$ cat config.mk
export PLATFORM = sky130hd
export DESIGN_NAME = question_gen_flat
export DESIGN_NICKNAME = d
export VERILOG_FILES = /design/src/rtl/question_gen_if.sv /design/src/rtl/question_gen.sv /design/src/flat_wrapper.sv
export SDC_FILE = /design/constraint.sdc
export NUM_CORES = 1
export LEC_CHECK = 0
export CAP_MARGIN = 20
export CORE_MARGIN = 2
export CORE_UTILIZATION = 42
export CTS_CLUSTER_SIZE = 16
export DETAILED_ROUTE_END_ITERATION = 8
export HOLD_SLACK_MARGIN = 0.08
export PLACE_DENSITY_LB_ADDON = 0.05
export SYNTH_ARGS = -nofsm -noshare
export SYNTH_HDL_FRONTEND = slang
export SYNTH_SLANG_ARGS = --single-unit
$ cat constraint.sdc
create_clock -name clk -period 4.1 [get_ports clk]
set_input_delay 1.23 -clock clk [delete_from_list [all_inputs] [get_ports clk]]
set_output_delay 1.23 -clock clk [all_outputs]
set_load 0.03 [all_outputs]
$ cat src/rtl/question_gen_if.sv
// Question bus between question_gen, the RNG counter and the answer checker.
// master = question_gen side, slave = environment (RNG, player, checker).
interface question_gen_if;
  logic [3:0] count;
  logic       rng_en;
  logic       start;
  logic       busy;
  logic       q_valid;
  logic       q_ready;
  logic [3:0] op_a;
  logic [3:0] op_b;
  logic [1:0] op_sel;
  logic [7:0] answer;
  logic [3:0] q_num;
  logic       done;

  modport master (
    input  count, start, q_ready,
    output rng_en, busy, q_valid, op_a, op_b, op_sel, answer, q_num, done
  );

  modport slave (
    output count, start, q_ready,
    input  rng_en, busy, q_valid, op_a, op_b, op_sel, answer, q_num, done
  );
endinterface

$ cat src/rtl/question_gen.sv
// Mental-math question generator: samples the free-running RNG count into two
// operands and an operator, computes the answer and offers it over valid/ready.
module question_gen #(
  parameter int GAP           = 3,
  parameter int NUM_QUESTIONS = 10,
  parameter int ENABLE_MUL    = 1
) (
  input  logic           clk,
  input  logic           reset,
  question_gen_if.master bus
);

  typedef enum logic [2:0] {IDLE, WAIT_B, SAMPLE_OP, CALC, PRESENT, DONE} state_t;

  localparam logic [1:0] OP_ADD = 2'b00;
  localparam logic [1:0] OP_SUB = 2'b01;
  localparam logic [1:0] OP_MUL = 2'b10;

  state_t     r_state;
  state_t     w_next;

  logic [3:0] r_gap;
  logic [3:0] r_a_raw;
  logic [3:0] r_b_raw;
  logic [1:0] r_op;
  logic       r_rng_en;
  logic       r_busy;
  logic       r_q_valid;
  logic [3:0] r_op_a;
  logic [3:0] r_op_b;
  logic [1:0] r_op_sel;
  logic [7:0] r_answer;
  logic [3:0] r_q_num;
  logic       r_done;

  logic       w_accept;
  logic       w_latch_b;
  logic       w_dec;
  logic       w_sample;
  logic       w_calc;
  logic       w_xfer;
  logic       w_last;
  logic       w_swap;
  logic [3:0] w_q_num_nx;
  logic [1:0] w_op_map;
  logic [3:0] w_op_a;
  logic [3:0] w_op_b;
  logic [7:0] w_answer;

  assign w_q_num_nx = r_q_num + 4'd1;
  assign w_last     = (w_q_num_nx == 4'(NUM_QUESTIONS));
  assign w_swap     = (r_a_raw < r_b_raw);

  // State register.
  // NOTE: sequential state uses non-blocking (<=) so every flop samples pre-edge values.
  always_ff @(posedge clk or posedge reset) begin
    if (reset) r_state <= IDLE;
    else       r_state <= w_next;
  end

  // Next-state logic.
  // NOTE: every combinational output gets a default first so no latch is inferred.
  always_comb begin
    w_next = r_state;
    case (r_state)
      IDLE:      if (bus.start && !r_done) w_next = WAIT_B;
      WAIT_B:    if (r_gap == 4'd0) w_next = SAMPLE_OP;
      SAMPLE_OP: w_next = CALC;
      CALC:      w_next = PRESENT;
      PRESENT:   if (bus.q_ready) w_next = w_last ? DONE : IDLE;
      DONE:      w_next = DONE;
      default:   w_next = IDLE;
    endcase
  end

  // Output/control decode: one strobe per register update in the datapath.
  always_comb begin
    w_accept  = 1'b0;
    w_latch_b = 1'b0;
    w_dec     = 1'b0;
    w_sample  = 1'b0;
    w_calc    = 1'b0;
    w_xfer    = 1'b0;
    case (r_state)
      IDLE:      w_accept = bus.start && !r_done;
      WAIT_B: begin
        w_latch_b = (r_gap == 4'd0);
        w_dec     = (r_gap != 4'd0);
      end
      SAMPLE_OP: w_sample = 1'b1;
      CALC:      w_calc   = 1'b1;
      PRESENT:   w_xfer   = bus.q_ready;
      default:   ;
    endcase
  end

  // Operator from the low count bits; 11 folds onto add, mul folds onto sub when disabled.
  always_comb begin
    case (bus.count[1:0])
      2'b01:   w_op_map = OP_SUB;
      2'b10:   w_op_map = (ENABLE_MUL != 0) ? OP_MUL : OP_SUB;
      default: w_op_map = OP_ADD;
    endcase
  end

  always_comb begin
    w_op_a   = r_a_raw;
    w_op_b   = r_b_raw;
    w_answer = {4'd0, r_a_raw} + {4'd0, r_b_raw};
    case (r_op)
      OP_SUB: begin
        w_op_a   = w_swap ? r_b_raw : r_a_raw;
        w_op_b   = w_swap ? r_a_raw : r_b_raw;
        w_answer = {4'd0, (w_swap ? (r_b_raw - r_a_raw) : (r_a_raw - r_b_raw))};
      end
      OP_MUL:  w_answer = {4'd0, r_a_raw} * {4'd0, r_b_raw};
      default: ;
    endcase
  end

  always_ff @(posedge clk or posedge reset) begin
    if (reset) begin
      r_gap     <= '0;
      r_a_raw   <= '0;
      r_b_raw   <= '0;
      r_op      <= OP_ADD;
      r_rng_en  <= 1'b0;
      r_busy    <= 1'b0;
      r_q_valid <= 1'b0;
      r_op_a    <= '0;
      r_op_b    <= '0;
      r_op_sel  <= OP_ADD;
      r_answer  <= '0;
      r_q_num   <= '0;
      r_done    <= 1'b0;
    end else begin
      r_rng_en <= 1'b1;
      if (w_accept) begin
        r_a_raw <= bus.count;
        r_gap   <= 4'(GAP - 1);
        r_busy  <= 1'b1;
      end
      if (w_dec)     r_gap   <= r_gap - 4'd1;
      if (w_latch_b) r_b_raw <= bus.count;
      if (w_sample)  r_op    <= w_op_map;
      if (w_calc) begin
        r_op_a    <= w_op_a;
        r_op_b    <= w_op_b;
        r_op_sel  <= r_op;
        r_answer  <= w_answer;
        r_q_valid <= 1'b1;
      end
      if (w_xfer) begin
        r_q_valid <= 1'b0;
        r_busy    <= 1'b0;
        r_q_num   <= w_q_num_nx;
        if (w_last) r_done <= 1'b1;
      end
    end
  end

  assign bus.rng_en  = r_rng_en;
  assign bus.busy    = r_busy;
  assign bus.q_valid = r_q_valid;
  assign bus.op_a    = r_op_a;
  assign bus.op_b    = r_op_b;
  assign bus.op_sel  = r_op_sel;
  assign bus.answer  = r_answer;
  assign bus.q_num   = r_q_num;
  assign bus.done    = r_done;

endmodule

$ cat src/flat_wrapper.sv
// flat-port wrapper written by rule: the top's interface ports become plain ports
module question_gen_flat 
#(
  parameter int GAP           = 3,
  parameter int NUM_QUESTIONS = 10,
  parameter int ENABLE_MUL    = 1
)
  (clk, reset, bus_count, bus_start, bus_q_ready, bus_rng_en, bus_busy, bus_q_valid, bus_op_a, bus_op_b, bus_op_sel, bus_answer, bus_q_num, bus_done);
  question_gen_if bus_i ();
  input  logic clk;
  input  logic reset;
  input wire logic [$bits(bus_i.count)-1:0] bus_count;
  input wire logic [$bits(bus_i.start)-1:0] bus_start;
  input wire logic [$bits(bus_i.q_ready)-1:0] bus_q_ready;
  output wire logic [$bits(bus_i.rng_en)-1:0] bus_rng_en;
  output wire logic [$bits(bus_i.busy)-1:0] bus_busy;
  output wire logic [$bits(bus_i.q_valid)-1:0] bus_q_valid;
  output wire logic [$bits(bus_i.op_a)-1:0] bus_op_a;
  output wire logic [$bits(bus_i.op_b)-1:0] bus_op_b;
  output wire logic [$bits(bus_i.op_sel)-1:0] bus_op_sel;
  output wire logic [$bits(bus_i.answer)-1:0] bus_answer;
  output wire logic [$bits(bus_i.q_num)-1:0] bus_q_num;
  output wire logic [$bits(bus_i.done)-1:0] bus_done;
  assign bus_i.count = bus_count;
  assign bus_i.start = bus_start;
  assign bus_i.q_ready = bus_q_ready;
  assign bus_rng_en = bus_i.rng_en;
  assign bus_busy = bus_i.busy;
  assign bus_q_valid = bus_i.q_valid;
  assign bus_op_a = bus_i.op_a;
  assign bus_op_b = bus_i.op_b;
  assign bus_op_sel = bus_i.op_sel;
  assign bus_answer = bus_i.answer;
  assign bus_q_num = bus_i.q_num;
  assign bus_done = bus_i.done;
  question_gen #(.GAP(GAP), .NUM_QUESTIONS(NUM_QUESTIONS), .ENABLE_MUL(ENABLE_MUL)) u_core (.clk(clk), .reset(reset), .bus(bus_i));
endmodule
Word-level counts from Yosys, hierarchy flattened
Cells that the tools add are included.
{"block": "op_classes", "reduce_logical": 10, "n_addsub": 5, "shift": 0, "magnitude_cmp": 1, "n_mul": 1, "n_bitwise": 0, "div": 0, "mux": 24, "n_eq_ne": 13}
{"cell": "4-bit 2-to-1 mux", "n": 7}
{"cell": "3-bit one-hot mux with 6 select lines", "n": 1}
{"cell": "8-bit one-hot mux with 2 select lines", "n": 1}
{"cell": "3-bit 2-to-1 mux", "n": 4}
{"cell": "1-bit 2-to-1 mux", "n": 10}
{"cell": "4-bit by 4-bit multiplier with 8-bit output", "n": 1}
{"cell": "4-bit subtractor", "n": 2}
{"cell": "3-bit by 2-bit equality test with 1-bit output (second input constant)", "n": 2}
{"cell": "3-bit equality test (second input constant)", "n": 2}
{"cell": "2-bit nonzero test", "n": 3}
{"cell": "4-bit by 4-bit adder with 5-bit output", "n": 1}
{"cell": "4-bit by 1-bit adder with 4-bit output (second input constant)", "n": 1}
{"cell": "2-bit by 1-bit equality test with 1-bit output (second input constant)", "n": 2}
{"cell": "2-bit equality test (second input constant)", "n": 2}
{"cell": "4-bit equality test (second input constant)", "n": 1}
{"cell": "4-bit zero test", "n": 1}
{"cell": "4-bit less-than comparator", "n": 1}
{"cell": "2-bit by 1-bit != test with 1-bit output (second input constant)", "n": 2}
{"cell": "2-bit one-hot mux with 2 select lines", "n": 1}
{"cell": "4-bit nonzero test", "n": 1}
{"cell": "4-bit by 1-bit subtractor with 4-bit output (second input constant)", "n": 1}
{"cell": "3-bit by 1-bit equality test with 1-bit output (second input constant)", "n": 1}
{"cell": "3-bit zero test", "n": 1}
{"cell": "3-bit AND reduction", "n": 1}
{"cell": "4 further kinds", "n": 4}
{"block": "word_totals", "register_bits": 43, "ram_bits": 0, "inputBits": 8, "mem_count": 0, "elab_cells": 68, "latch_bits": 0, "mem_bits_ro": 0}

Depth between registers and ports, before layout
{"block": "depth", "word_depth": 5, "mapped_depth": 12}

Least setup slack after synthesis
No wires, ideal clock.
{"block": "synth_timing", "path_type": "reg-to-reg", "startpoint": "register u_core.r_a_raw[1]", "endpoint": "register u_core.r_answer[6] (netlist: u_core.bus.answer[6])", "slack_ps": 1309, "period_less_slack_ps": 2791, "path_buffers": 0, "path_stages_with_launch": 12, "arrival_time_ps": 2695, "cell_sequence": "dfrtp_1 -> nand2_1 -> fa_1 -> inv_1 -> fa_1 -> inv_1 -> fa_1 -> inv_1 -> a21o_1 -> a21oi_1 -> xor2_1 -> o31ai_1"}
{"block": "synth_between", "elab_chain_cells": 2}
{"element": "start, declared", "line": "question_gen.sv:23", "source": "logic [3:0] r_a_raw;"}
{"element": "start signal, assigned", "line": "question_gen.sv:139", "source": "r_a_raw <= bus.count;"}
{"element": "4-bit by 4-bit multiplier with 8-bit output", "line": "question_gen.sv:116", "source": "OP_MUL: w_answer = {4'd0, r_a_raw} * {4'd0, r_b_raw};"}
{"element": "8-bit one-hot mux with 2 select lines", "line": "question_gen.sv:110", "source": "case (r_op)"}
{"element": "end signal, assigned", "line": "question_gen.sv:150", "source": "r_answer <= w_answer;"}
{"element": "end, declared", "line": "question_gen.sv:32", "source": "logic [7:0] r_answer;"}
No other way between the ends.
A chain may end at the register's enable or synchronous reset.

Worst setup path after layout
{"block": "layout_timing", "startpoint": "register u_core.r_a_raw[1]", "endpoint": "register u_core.r_answer[7] (netlist: u_core.bus.answer[7])"}
The elaborated chain is that of the path after synthesis.

==> flow_summary.toml <==
[run_status]
status = "finished clean"

[timing]
finalMaxSlewViolations = 0
worst_pin_slew_ps = 871
setup_violations = 0
fin_crit_ps = 3020
fin_crit_sh_pct = 73.6
finalHoldViolations = 0
fmax_mhz = 332
rsz0062_at_grt = "no"
setup_tns_ps = 0
finalClockSkew_ps = 7.98
relSlewSlack_pct = 41.6
holdWs_ps = 480

[synthesis]
synth-seq-area-share_pct = 38.0
synth-edff-count = 0
synth_seq_cells = 43
netlist_area_um2 = 2830
synth_nets = 339
avgSynthCellArea_um2 = 9.56
synth_cell_types = 52
synthArstFlopShare_pct = 100
synthFlopType = "dfrtp_1"
netlist_instances = 296
yosys_warnings = 0

[clocking]
clkTransAtPathRegs_ps = 90
cts_root_buf = "clkbuf_8"
post-cts-setup-buffers = 0
htree_levels = 2
cts.sinks = 43
cts_resized = 0
cts_tree = "done"
hold_buffers = 0
cts.path.max_buffers = 2
clk_latency_ps = 290
cts-buffers-inserted = 5

[placement]
placed_cells = 399
port_buffers = 33
dpl.hpwl_um = 4560
gp_congestion = 0.849

[floorplan]
fp.dieH_um = 86.1
initial_core_util_pct = 44.0
core-area_um2 = 6420
core.rowCount = 29
die-area_um2 = 7410
fp.dieW_um = 86.1
io_pins = 34

[critical_path]
worstPathRequired_ps = 4270
arrival_ps = 3180
endpoint_kind = "register"
worstSetupPathType = "reg2reg"
path_max_fanout = 8
startpoint_type = "register"

[detailed_routing]
avgViaCountPerCell = 5.18
drc = 0
wl_um = 5910
routed-via-count = 2108
first_iter_violations = 118
firstDrtPassIters = 4
routedWlPerCell_um = 14.5
ant_nets = 0

[final_layout]
register_area_um2 = 1080
areaGrowthSynthToFinish_pct = 17.7
mostFrequentLayoutCell = "dfrtp_1"
utilization_pct = 51.8
finalNetCount = 372
layout-drive-gt1-share_pct = 5.76
antenna_cells = 0
stdcell_count = 407
fillers = 627
multi_input_area_um2 = 1590
layout_common_cells = "dfrtp_1, nand2_1, o21ai_0"

[run]
max_cap_violations = 0

[power_and_ir_drop]
p_seq_share_pct = 26.7
p_comb_share_pct = 61.6
vdd_drop_max_v = 0.000341
p_clk_share_pct = 11.7
p_per_area_nw_per_um2 = 856
switching_share_pct = 46.3
p_leak_uw = 0.00161
total_power_uw = 2850
p_sw_uw = 1320
internal-power_uw = 1530

[global_routing]
grt_overflow = 0
grt_max_degree = 28
grt_pass1_vias = 2109
grt_use_total_pct = 17.0
antenna_found_initial = 0
grt_pass1_wl_um = 10000

[hold_path]
hold_path.class = "reg2reg"
[power by group through the flow]
stage,Sequential [uW],Combinational [uW],Clock [uW]
finish,762,1760,333
global route,799,1980,361
floorplan,917,1130,0
global placement,769,1750,0
detailed placement,771,1760,0
CTS,764,1770,344
[cells by family after synthesis]
family / share of synthesized area [%]
mux: 5.17
flops: 38.0
xor+xnor: 2.79
fa+ha+maj: 17.3
other cells: 0.133
simple gates: 14.6
compound gates: 16.1
buf+inv: 5.75
[final timing paths]
| kind | startpoint | endpoint | slack (ps) | cells past startpoint |
|---|---|---|---|---|
| setup / recovery | u_core.r_a_raw[1] | u_core.bus.answer[7] | 1080 | 10 |
| hold / removal | u_core.bus.op_a[2] | u_core.bus.op_a[2] | 480 | 2 |
| setup reg to reg | u_core.r_a_raw[1] | u_core.bus.answer[7] | 1080 | 10 |
| hold reg to reg | u_core.bus.op_a[2] | u_core.bus.op_a[2] | 480 | 2 |
| max in group asynchronous | reset | u_core.bus.op_b[2] | 2070 | 3 |
| min in group asynchronous | reset | u_core.bus.rng_en | 1310 | 2 |
[Yosys cell counts, types with 2 or more instances]
| master | number | area share [%] |
|---|---|---|
| dfrtp_1 | 43 | 38 |
| nand2_1 | 39 | 5.2 |
| o21ai_0 | 35 | 6.2 |
| inv_1 | 29 | 3.8 |
| ha_1 | 28 | 12 |
| nor2_1 | 14 | 1.9 |
| mux2i_1 | 12 | 4.2 |
| a21oi_1 | 11 | 1.9 |
| fa_1 | 7 | 5.0 |
| nand2b_1 | 5 | 1.1 |
| xnor2_1 | 5 | 1.5 |
| buf_2 | 4 | 0.71 |
| nand3_1 | 4 | 0.71 |
| xor2_1 | 4 | 1.2 |
| a21o_1 | 3 | 0.80 |
| and2_1 | 3 | 0.66 |
| clkbuf_1 | 3 | 0.40 |
| nor2b_1 | 3 | 0.66 |
| nor3b_1 | 3 | 0.80 |
| a211oi_1 | 2 | 0.53 |
| buf_6 | 2 | 0.80 |
| nand3b_1 | 2 | 0.53 |
| nor3_1 | 2 | 0.35 |
| nor3b_2 | 2 | 0.88 |
| o21a_1 | 2 | 0.53 |
| o21bai_1 | 2 | 0.53 |
| o31ai_1 | 2 | 0.53 |
[worst max-delay path: stages, from the launching register on]
cell      delay [ps]
dfrtp_1          530
nand2_1          120
fa_1             530
inv_1             60
fa_1             500
ha_1             330
a211oi_1         270
o21bai_1         110
a21oi_1          180
xor2_1           150
o21ai_0          100
[layer usage]
layer	up-vias	global-route usage, %	share of wire [%]
met5	-	0	0
met4	0	4.33	0.49
met3	2	2.60	4.2
met2	46	25.7	44
met1	991	25.3	52
li1	1069	-	-
[per-stage QoR]
stage / worst slack (ps) / cell area [um^2]
2_1_floorplan: 1310 / 2830
3_3_place_gp: 1130 / 3220
3_5_place_dp: 1110 / 3220
5_1_grt: 839 / 3330
6_report: 1080 / 3330
4_1_cts: 1060 / 3330
[state kept, by name, summed over array words and instances, names as in the netlist]
register,cells
u_core.bus.done,1
u_core.r_gap,4
u_core.bus.busy,1
u_core.bus.rng_en,1
u_core.bus.op_sel,2
u_core.r_state,3
u_core.bus.q_num,4
u_core.bus.answer,8
u_core.bus.op_b,4
u_core.bus.op_a,4
u_core.r_b_raw,4
u_core.bus.q_valid,1
u_core.r_a_raw,4
u_core.r_op,2
[cell type report]
cell class | count | share of cell area, %
Timing Repair Buffer | 35 | 10.4
Multi-Input combinational cell | 215 | 47.8
Sequential cell | 43 | 32.3
Tap cell | 77 | 2.89
Clock inverter | 3 | 1.32
Inverter | 29 | 3.27
Clock buffer | 5 | 2.07
(Power assumes the default switching activity.)
